<file path="src/rtl/oam_dma_pkg.sv">
// Shared types and constants for the sprite (OAM) DMA engine.
package oam_dma_pkg;

  typedef enum logic [2:0] {
    IDLE,
    HALT,
    ALIGN,
    READ,
    WRITE
  } oam_dma_state_t;

  localparam logic [15:0] C_DMA_REG = 16'h4014;
  localparam logic [2:0]  C_OAM_REG = 3'd4;
  localparam int          C_DMA_LEN = 256;

  localparam logic [7:0]  C_LAST_INDEX = 8'(C_DMA_LEN - 1);

  // The CPU is held off the bus in every state except IDLE.
  function automatic logic owns_bus(input oam_dma_state_t state);
    return state != IDLE;
  endfunction

endpackage

</file>
<file path="src/rtl/oam_dma.sv">
// Sprite DMA: a CPU write to $4014 copies page $XX00-$XXFF into PPU OAMDATA.
// Optional build macro OAM_DMA_ABORT_EN adds an I_abort input.
module oam_dma
  import oam_dma_pkg::*;
#(
  parameter logic [15:0] P_dma_reg = C_DMA_REG,
  parameter logic [2:0]  P_oam_reg = C_OAM_REG
) (
  input  logic        I_clock,
  input  logic        I_reset,
`ifdef OAM_DMA_ABORT_EN
  input  logic        I_abort,
`endif
  input  logic        I_tick,
  input  logic [15:0] I_host_addr,
  input  logic        I_host_wren,
  input  logic [7:0]  I_host_data,
  output logic        O_cpu_halt,
  output logic [15:0] O_dma_addr,
  output logic        O_dma_rden,
  input  logic [7:0]  I_dma_data,
  output logic [2:0]  O_ppu_addr,
  output logic        O_ppu_wren,
  output logic [7:0]  O_ppu_data,
  output logic        O_busy
);

  oam_dma_state_t R_state;
  oam_dma_state_t w_state_next;

  logic [7:0] R_page;
  logic [7:0] R_index;
  logic [7:0] R_byte;
  logic       R_odd;

  logic       w_trigger;
  logic       w_last;

  assign w_trigger = I_tick & I_host_wren & (I_host_addr == P_dma_reg);
  assign w_last    = (R_index == C_LAST_INDEX);

  always_comb begin
    // NOTE: default assigned first so every path drives w_state_next and no latch is inferred.
    w_state_next = R_state;
    if (I_tick) begin
      case (R_state)
        IDLE:    if (w_trigger) w_state_next = HALT;
        // Reads must land on even (get) cycles; insert ALIGN if the next cycle is odd.
        HALT:    w_state_next = R_odd ? READ : ALIGN;
        ALIGN:   w_state_next = READ;
        READ:    w_state_next = WRITE;
        WRITE:   w_state_next = w_last ? IDLE : READ;
        default: w_state_next = IDLE;
      endcase
`ifdef OAM_DMA_ABORT_EN
      // In WRITE the byte is already on the PPU port this cycle, so it completes.
      if (I_abort && (R_state != IDLE)) w_state_next = IDLE;
`endif
    end
  end

  always_ff @(posedge I_clock) begin
    // NOTE: sequential state uses non-blocking assignments so all registers update together.
    if (I_reset) R_state <= IDLE;
    else         R_state <= w_state_next;
  end

  always_ff @(posedge I_clock) begin
    if (I_reset) begin
      R_page  <= 8'h00;
      R_index <= 8'h00;
      R_byte  <= 8'h00;
      R_odd   <= 1'b0;
    end else if (I_tick) begin
      R_odd <= ~R_odd;
      if ((R_state == IDLE) && w_trigger) begin
        R_page  <= I_host_data;
        R_index <= 8'h00;
      end
      if (R_state == READ)  R_byte  <= I_dma_data;
      // 8-bit wrap keeps the index from ever carrying into the page.
      if (R_state == WRITE) R_index <= R_index + 8'd1;
    end
  end

  always_comb begin
    O_cpu_halt = owns_bus(R_state);
    O_busy     = owns_bus(R_state);
    O_dma_rden = 1'b0;
    O_dma_addr = 16'h0000;
    O_ppu_wren = 1'b0;
    O_ppu_data = 8'h00;
    O_ppu_addr = P_oam_reg;
    if (R_state == READ) begin
      O_dma_rden = 1'b1;
      O_dma_addr = {R_page, R_index};
    end
    // Strobe drops during every READ, giving the PPU one rising edge per byte.
    if (R_state == WRITE) begin
      O_ppu_wren = 1'b1;
      O_ppu_data = R_byte;
    end
  end

endmodule

</file>
<file path="config.mk">
export PLATFORM = sky130hd
export DESIGN_NAME = oam_dma
export DESIGN_NICKNAME = d
export VERILOG_FILES = /design/src/rtl/oam_dma_pkg.sv /design/src/rtl/oam_dma.sv
export SDC_FILE = /design/constraint.sdc
export NUM_CORES = 1
export LEC_CHECK = 0
export CAP_MARGIN = 0
export CORE_UTILIZATION = 35
export DETAILED_ROUTE_END_ITERATION = 8
export PLACE_DENSITY = 0.8
export SETUP_SLACK_MARGIN = 0.4
export SYNTH_ARGS = -nofsm -noshare
export SYNTH_HDL_FRONTEND = slang
export SYNTH_SLANG_ARGS = --single-unit
</file>
<file path="constraint.sdc">
create_clock -name I_clock -period 1.55 [get_ports I_clock]
set_input_delay 0.3875 -clock I_clock [delete_from_list [all_inputs] [get_ports I_clock]]
set_output_delay 0.3875 -clock I_clock [all_outputs]
set_load 0.01 [all_outputs]
</file>
Word level (Yosys, flattened, before mapping)
Index checks and enable logic that the tools add are counted.

Word-level logic and storage cells: 34. Output and inout port bits: 31. Flip-flop bits (word level): 28.

Bitwise logic cells: 3. Muxes and demuxes: 10. Add/subtract/negate cells: 1. Reduce and logical (&&, ||, !) cells: 8. Equal/unequal tests: 7.

Operators with widths (count): $mux 8 (3); $eq 16x15->1 const B (1); $mux 16 (1); $pmux 3 s5 (1); $add 8x1->8 const B (1); $eq 8x8->1 const B (1); $reduce_and 2->1 (4); $eq 3x2->1 const B (2); $eq 3x1->1 const B (1); $eq 3x3->1 const B (1); $logic_not 3->1 (1); $mux 1 (3); $mux 3 (1); $reduce_bool 3->1 (1); $and 1x1->1 (2); $mux 2 (1); $ne 2x2->1 const B (1); $reduce_bool 2->1 (1); $logic_and 1x1->1 (1); $not 1->1 (1).

Longest topological paths before layout
Depth in word-level cells: 5. Gate-level depth with buffers: 7. Mapped depth without buffers: 5.

Worst setup path after synthesis
No wires, ideal clock.

Path kind: input port to flip-flop. Start: in I_host_addr[0]. End: reg R_page[0]. Setup slack: -0.122 ns. Required time: 1.478 ns. Path buffers: 2. Data arrival time: 1.600 ns. Stages on the path: 6. Cell sequence: nand4bb_1 or4_1 buf_2 nor3_2 buf_6 mux2i_1.

Longest elaborated chain between the ends: 4.

RTL lines: from (decl) (line oam_dma.sv:15) `input logic [15:0] I_host_addr,`; $eq 16x15->1 (line oam_dma.sv:39) `assign w_trigger = I_tick & I_host_wren & (I_host_addr == P_dma_reg);`; $and 1x1->1 (line oam_dma.sv:39); $logic_and 1x1->1 (line oam_dma.sv:76) `if ((R_state == IDLE) && w_trigger) begin`; $reduce_and 2->1 (no source line); to (signal assigned) (line oam_dma.sv:77) `R_page <= I_host_data;`; to (decl) (line oam_dma.sv:31) `logic [7:0] R_page;`.

No other way between the ends. A chain may end at the register's enable or synchronous reset.

Worst setup path in the final report
Start: reg R_state[2]. End: reg R_page[4].

Longest elaborated chain between the ends: 3.

RTL lines: from (decl) (line oam_dma.sv:28) `oam_dma_state_t R_state;`; from (signal assigned) (line oam_dma.sv:65) `else R_state <= w_state_next;`; $logic_not 3->1 (line oam_dma.sv:76); $logic_and 1x1->1 (line oam_dma.sv:76); $reduce_and 2->1 (no source line).

No other way between the ends.

==> metrics.txt <==
met3 routed WL 282 um; VDD IR max 0.000323 V; GP Congestion approximately 0.8; Core Rows 24; Die H roughly 70 um; post-synth top area share about a third; synth top area cells dfxtp_1 35%, and2_1 9.8%, nand2b_1 7.8%; number of DRC markers in iteration 0 between 60 and 70; Final Instance Area approximately 3100 um2; CP arrival 1.98 ns; nature of the critical path startpoint register; setup TNS -6.70 ns; top sig layer met4; hold-fix buffers at CTS 0; max-slew violations 0; die width about 70 um; FILL cells roughly 320; dpl cell area approximately 2600 um2; Tcrit/Tclk final 115%; Min-Delay Path Class register to register; FFs w/ async S/R, synth 0%; Core Footprint 4380 um2; Critical Path, Cell by Cell buf_4, or3_4, buf_6, nor3_4, buf_6, buf_12, mux2i_1; CP Capture Type register; Seq cells post-synth 28; Final Worst Setup Slack -0.235 ns; Die Footprint 4850 um2; area grow syn2layout 93.9%; HPWL after DPL ~3 mm; EDFF count, synth 0; Synth Instances approximately 200; Sink Count 28; Req. time, crit path ~1.8 ns; WL final 5.12 mm; Primary FF master, synth dfxtp_1; CP max stage cell or3_4; total track usage 18.8%; largest net degree at the start of global routing 31; Hold Path End R_byte[0]; later-pin clock latency in the skew report 0.27 ns; critical path type register to register; CTS Buf Count 3; vias in the first global route about 1.6k; met2 WL post-DR ~2.7 mm; Final setup viols 43; hold depth 2; utilization after layout between 70 and 80%; delay of the slowest critical-path stage 0.37 ns; min cycle time layout around 1.8 ns; FF-to-FF path depth 7; Yosys warning total 0; grt total ovfl 0; first-pass GRT wire length ~7.4 mm; Final Hold Fails 0; worst-path fanout max 13; antenna violations before repair 0; RSZ-0062 raised after global routing true; H-tree depth 1; Leakage Power 1.24 nW; CTS tree yes; Synth top cells by count 28 x dfxtp_1, 25 x and2_1, 23 x nand2_1; dominant cell type by area after synthesis dfxtp_1; top-count cell post-synth dfxtp_1; post-route antenna net violation count 0; violations in the final reports setup timing; reg-to-reg critical path endpoint R_page[4]; DR DRC count 0; Final Skew 0.00160 ns; # IOs 67; clock slew at reported path FFs ~0.10 ns; M1 WL roughly 2.2 mm; NumNets Final 340; status complete, but fails checks; Fmax achieved roughly 560 MHz; root buf cell clkbuf_8; Port Buffers 63; Max Cap Violations 0; Final Non-Filler Cells about 350; Seq/Total Area, Yosys 35.0%; area of the multi-input gates roughly 1200 um2; Starting Density between 30% and 40%; FF+latch area 572 um2; layout cells sized above 1 51.7%; Inst Count DP 324; Netlist cell types between 40 and 50; worst reg2reg path startpoint R_state[2]; Fin Hold WS approximately 0.46 ns; post-synthesis average cell area about 8 um2; internal reg-to-reg setup slack -0.24 ns; Vias approximately 1.8k; Antenna diodes 0; min-delay src R_byte[0]; PwrDens around 440 nW/um2; Most common cell on crit path buf_6; routed vias/inst between 5 and 6; wire length per cell approximately 14 um; CTS Buffer Depth 2; synthesized area about 1600 um2; First-pass DRT Iterations 4
==> layout by cell type, fill, tap and decap left out, types with 7 or more instances in the layout <==
cell type,synthesis,final
buf_6,1,51
and2_4,0,25
buf_4,4,25
dfxtp_1,28,23
nand2b_1,20,20
nand2_1,23,18
clkdlybuf4s50_1,0,17
mux2i_1,8,8
a21oi_2,0,8
a21oi_1,15,7
dlygate4sd2_1,0,7
==> flip-flops by register name (all words and copies together), names as in the netlist <==
name,flops
R_odd,1
R_byte,8
R_state,3
R_page,8
R_index,8
==> layer usage <==
metal	track usage (%)	up-vias
met5	0	-
met3	2.76	4
met4	5.11	0
met1	22.2	852
li1	-	883
met2	35.0	70
==> logic make-up after synthesis <==
| group | share of synthesized area [%] |
|---|---|
| AOI/OAI and AO/OA | 12.2 |
| xor gates and xnor gates | 1.09 |
| adders and majority gates | 0.781 |
| buffers and inverters | 6.40 |
| DFF | 35.0 |
| muxes | 5.70 |
| other | 0.469 |
| and+or+nand+nor | 38.4 |
==> where the power goes <==
part	leakage, nW	internal [mW]	switching [mW]	total, mW
logic	0.979	0.112	0.0662	0.179
clock network	0.0288	0.227	0.230	0.457
registers	0.229	0.718	0.00171	0.720
total	1.24	1.06	0.297	1.36
==> stage by stage <==
stage,setup WS (ns),power (mW)
6_report,-0.235,1.36
5_1_grt,-0.281,1.41
4_1_cts,-0.202,1.34
3_5_place_dp,-0.708,0.898
3_3_place_gp,-0.664,0.896
2_1_floorplan,-0.122,0.790
==> worst max-delay path by stage <==
stage,from,to,slack (ns),cells past startpoint
after detailed placement,I_tick,R_index[0],-0.71,5
final,R_state[2],R_page[4],-0.24,7
after global placement,I_host_addr[0],R_index[0],-0.66,5
after floorplan,I_host_addr[0],R_page[0],-0.12,6
after CTS,R_state[2],O_ppu_data[1],-0.20,6
after global routing,R_state[0],O_ppu_data[1],-0.28,6
==> cell type report <==
cell class | count | share of cell area [%]
clock buffer | 4 | 1.77
inverter | 3 | 0.362
multi-input combinational | 151 | 38.6
sequential | 28 | 18.4
tap | 52 | 2.09
timing repair buffer | 116 | 38.8
==> worst max-delay path: cells and delay by family (launching register included) <==
kind / cells / cell delay [ns]
and+or+nand+nor: 2 / 0.58
buffers and inverters: 4 / 0.57
DFF: 1 / 0.34
muxes: 1 / 0.21
==> timing repair <==
| item | 4_1_cts | 5_1_grt |
|---|---|---|
| setup endpoints to repair | 55 | 55 |
| hold endpoints to repair | 0 | 0 |
| pin swaps | 28 | 18 |
| setup buffers | 18 | 4 |
| cloned | 1 | 3 |
| gates resized for setup | 198 | 42 |
(Power assumes the default switching activity.)
==> RTL change 1, RTL diff (config.mk and constraints unchanged) <==
`C_DMA_LEN`: 256 -> 192.
--- a/src/rtl/oam_dma_pkg.sv
+++ b/src/rtl/oam_dma_pkg.sv
@@ -13,3 +13,3 @@
   localparam logic [2:0]  C_OAM_REG = 3'd4;
-  localparam int          C_DMA_LEN = 256;
+  localparam int          C_DMA_LEN = 192;
 
Behaviour: same outputs for any inputs over 10 cycles, from zero or initial values and one cycle with I_reset high; that may be too few to reach the edited logic, so the function may still have changed.
==> RTL change 1 against the original RTL <==
The flow still finishes with violations (setup timing); sequential power about the same; worst setup slack worse by 0.065 ns; non-clock buffer count down 1; design area down 5.9%; synthesized area down 7.3%; total power down 5.0%; critical path depth down 1; sequential cell count unchanged; first-iteration DRC count up 98%; routed wire length up 23%; largest cell class unchanged.
==> RTL change 1: results <==
group,metric,value,unit
logic_synthesis,synth_cells,186,
logic_synthesis,synth_compound_area_frac,0.150,
outcome,status,"finished with violations",
critical_path,crit_fanout,3,
logic_synthesis,synth_mux_area_frac,0.0539,
final_layout,nonClkBufAreaFrac,0.387,
final_layout,n_all_inverters,1,
route,wl_met2,3.17,mm
outcome,failed_checks,"setup timing",
critical_path,r2r-end,"R_page[3]$_SDFFE_PP0P_",
final_layout,fillers,261,
grt,met2_usage,0.444,
route,met3_length,339,um
final_layout,nNetsFinal,331,
power,peakVddDrop,0.309,mV
power,p_leak,1.17,nW
clock_network,cts_resized,216,
power,internal_power,0.000985,W
critical_path,ff2ff_setup_slack,-0.17,ns
logic_synthesis,synthXorXnorAreaFrac,0.00589,
final_layout,multiInputGateArea,1110,um^2
floorplanning,num_rows,23,
logic_synthesis,synthTopCellsByCount,"40 x nand2_1, 28 x dfxtp_1, 26 x and2_1, 13 x a21oi_1",
grt,grtUsageMet1,0.290,
critical_path,critical_path.top_delay_family,"buffers and inverters",
final_layout,multi_input_gates,145,
grt,grt_pass1_wl,8.48,mm
final_layout,drive_above_1_share,0.524,
route,drtIter0Drc,123,
grt,grt_max_degree,20,
placed_design,pre_cts_ws,-0.611,ns
route,num_vias,1860,
route,post_drt_wl_per_cell,18.4,um
grt,grt_use_total,0.250,
timing,setup_viol,44,
placed_design,placed_cell_area,2430,um^2
floorplanning,dieWidth,67.2,um
final_layout,area_share_clock_buf_inv,0.0141,
logic_synthesis,synth_area,1490,um^2
grt,use_met3,0.0507,
timing,setup_slack,-0.301,ns
-- RTL change 1: worst max path at each step --
stage | to | startpoint | cells past startpoint | slack [ns]
6_report | O_ppu_data[1] | R_state[1]$_SDFFE_PP0P_ | 6 | -0.30
5_1_grt | O_ppu_data[1] | R_state[1]$_SDFFE_PP0P_ | 6 | -0.34
4_1_cts | O_ppu_data[6] | R_state[1]$_SDFFE_PP0P_ | 6 | -0.25
3_5_place_dp | R_page[0]$_SDFFE_PP0P_ | I_tick | 6 | -0.61
3_3_place_gp | R_page[1]$_SDFFE_PP0P_ | I_tick | 6 | -0.56
2_1_floorplan | R_page[0]$_SDFFE_PP0P_ | I_host_addr[0] | 5 | -0.23
-- RTL change 1: power by group through the flow --
stage | clock (W) | combinational, W | sequential [W]
floorplan | 0 | 0.0000433 | 0.000737
global placement | 0 | 0.000147 | 0.000737
detailed placement | 0 | 0.000149 | 0.000737
CTS | 0.000398 | 0.000143 | 0.000718
global route | 0.000428 | 0.000160 | 0.000719
finish | 0.000418 | 0.000152 | 0.000719
==> RTL change 2, RTL diff (same flow settings) <==
Made on the original files. Encoding of `oam_dma_state_t`: now one-hot (5 bits for 5 states).
--- a/src/rtl/oam_dma_pkg.sv
+++ b/src/rtl/oam_dma_pkg.sv
@@ -3,8 +3,8 @@
 
-  typedef enum logic [2:0] {
-    IDLE,
-    HALT,
-    ALIGN,
-    READ,
-    WRITE
+  typedef enum logic [4:0] {
+    IDLE  = 5'b00001,
+    HALT  = 5'b00010,
+    ALIGN = 5'b00100,
+    READ  = 5'b01000,
+    WRITE = 5'b10000
   } oam_dma_state_t;
Function: same outputs for any inputs over 10 cycles, from zero or initial values and one cycle with I_reset high; not proved beyond that.
==> RTL change 2 against the original RTL <==
The run still ends with setup timing left; synthesized area up 1.8%; design area up 17%; worst setup slack worse by 0.35 ns; routed wire length up 75%; core utilization up 12 points; sequential cell count up 2; die area up 1.7%; total power up 25%.
==> RTL change 2: results <==
group,metric,value,unit
outcome,status,"finished with violations",
outcome,failed_checks,"setup timing",
logic_synthesis,synth-edff-count,0,
grt,grt_use_total,0.293,
final_layout,fillers,228,
critical_path,ff2ff_setup_slack,-0.52,ns
hold_path,whs_path_depth,2,
route,drt_first_pass_iters,5,
final_layout,largestRegisters,"R_byte (8), R_index (8), R_page (8)",
placed_design,placed_cells,330,
clock_network,clk_path_buf_depth,2,
timing,setup_slack,-0.582,ns
logic_synthesis,synthTopCellsByCount,"30 x dfxtp_1, 22 x nand2_1, 20 x a21oi_1, 16 x and2_1, 16 x nand3_1",
clock_network,path_clk_slew,0.08,ns
grt,grt_pass1_vias,2151,
timing,setup_viol,56,
power,p_leak,1.56,nW
critical_path,critical_path_arrival,1.74,ns
grt,antenna_found_initial,0,
logic_synthesis,synth.area.top_cells,"dfxtp_1 37%, mux2i_1 6.7%, a21oi_1 6.1%",
logic_synthesis,syn_avg_cell_area,8.12,um^2
grt,grt_pass1_wl,11.0,mm
placed_design,gp_routability_congestion,0.851,
critical_path,crit_fanout,3,
route,post_drt_wl_per_cell,23.0,um
final_layout,drive_above_1_share,0.604,
logic_synthesis,synthXorXnorAreaFrac,0.0107,
route,drtIter0Drc,156,
logic_synthesis,synth_mux_area_frac,0.0744,
final_layout,diodes,0,
logic_synthesis,yosysUniqueCellTypes,41,
logic_synthesis,synth_flop_cell,"dfxtp_1",
timing,clock_skew,0.00668,ns
power,peakVddDrop,0.515,mV
placed_design,io_buffers,63,
grt,grt_max_degree,13,
power,switching_share,0.266,
final_layout,nNetsFinal,374,
placed_design,dp_hpwl,3.40,mm
route,viasPerCell,5.82,
logic_synthesis,synth_compound_area_frac,0.133,
logic_synthesis,async_flop_share,0,
clock_network,h-tree-depth,2,
clock_network,cts_buffers,5,
hold_path,holdCritPathClass,"flip-flop to flip-flop",
logic_synthesis,yosysSeqAreaShare,0.368,
final_layout,fin_cells,390,
logic_synthesis,ys_warn_count,0,
critical_path,worstRegToRegCells,9,
clock_network,root_buffer,"clkbuf_8",
clock_network,clock_latency,0.30,ns
logic_synthesis,synthAdderAreaFrac,0.00767,
RTL change 2: cells by family after synthesis:
| group | Yosys count |
|---|---|
| buffers and inverters | 19 |
| muxes | 12 |
| other | 2 |
| DFF | 30 |
| adders and majority gates | 1 |
| xor gates and xnor gates | 2 |
| and+or+nand+nor | 100 |
| AOI/OAI and AO/OA | 35 |
RTL change 2: critical path: stages (launching register included):
cell	delay, ns
dfxtp_2	0.34
nor2_4	0.12
nor4bb_4	0.19
buf_4	0.20
clkbuf_16	0.15
buf_6	0.10
buf_6	0.10
and2_4	0.14
buf_6	0.10
RTL change 2: worst paths after layout:
kind | from | endpoint
worst max-delay path | R_state[4]$_SDFFE_PP0P_ | O_dma_addr[9]
worst min-delay path | R_byte[3]$_SDFFE_PP0P_ | R_byte[3]$_SDFFE_PP0P_
worst max register to register | R_state[3]$_SDFFE_PP0P_ | R_index[7]$_SDFFE_PP0P_
worst min register to register | R_byte[3]$_SDFFE_PP0P_ | R_byte[3]$_SDFFE_PP0P_
RTL change 2: area by class of cell:
class | count | share of cell area
Clock buffer | 7 | 0.0237
Sequential cell | 30 | 0.168
Tap cell | 52 | 0.0179
Clock inverter | 1 | 0.00137
Inverter | 3 | 0.00446
Timing Repair Buffer | 143 | 0.414
Multi-Input combinational cell | 154 | 0.370
RTL change 2: per-stage QoR:
step | hold slack, ns | TNS, ns | area, um^2 | setup WS, ns | total power (W)
4_1_cts | 0.455 | -16.99 | 3340 | -0.613 | 0.00163
3_5_place_dp | 0.446 | -26.97 | 2610 | -0.778 | 0.000937
6_report | 0.489 | -22.22 | 3640 | -0.582 | 0.00170
3_3_place_gp | 0.436 | -25.82 | 2610 | -0.756 | 0.000933
5_1_grt | 0.504 | -24.09 | 3640 | -0.619 | 0.00172
2_1_floorplan | 0.427 | -3.96 | 1760 | -0.261 | 0.000833
RTL change 2: power by group through the flow:
stage               sequential [W]  combinational (W)  clock, W
finish                    0.000775           0.000209  0.000715
CTS                       0.000774           0.000180  0.000675
detailed placement        0.000790           0.000147         0
floorplan                 0.000789          0.0000441         0
global placement          0.000790           0.000143         0
global route              0.000775           0.000216  0.000733
RTL change 2: repair_timing:
item / 4_1_cts / 5_1_grt
resized for setup: 215 / 72
pin swaps: 34 / 33
cloned: 5 / 1
buffers inserted: 37 / 9
setup endpoints to repair: 58 / 58
RTL change 2: metal layers:
| metal | vias up | routed length [um] | track usage |
|---|---|---|---|
| li1 | 983 | - | - |
| met1 | 1084 | 3350 | 0.325 |
| met2 | 145 | 4510 | 0.524 |
| met3 | 58 | 550 | 0.0620 |
| met4 | 0 | 561 | 0.144 |
| met5 | - | 0 | 0 |
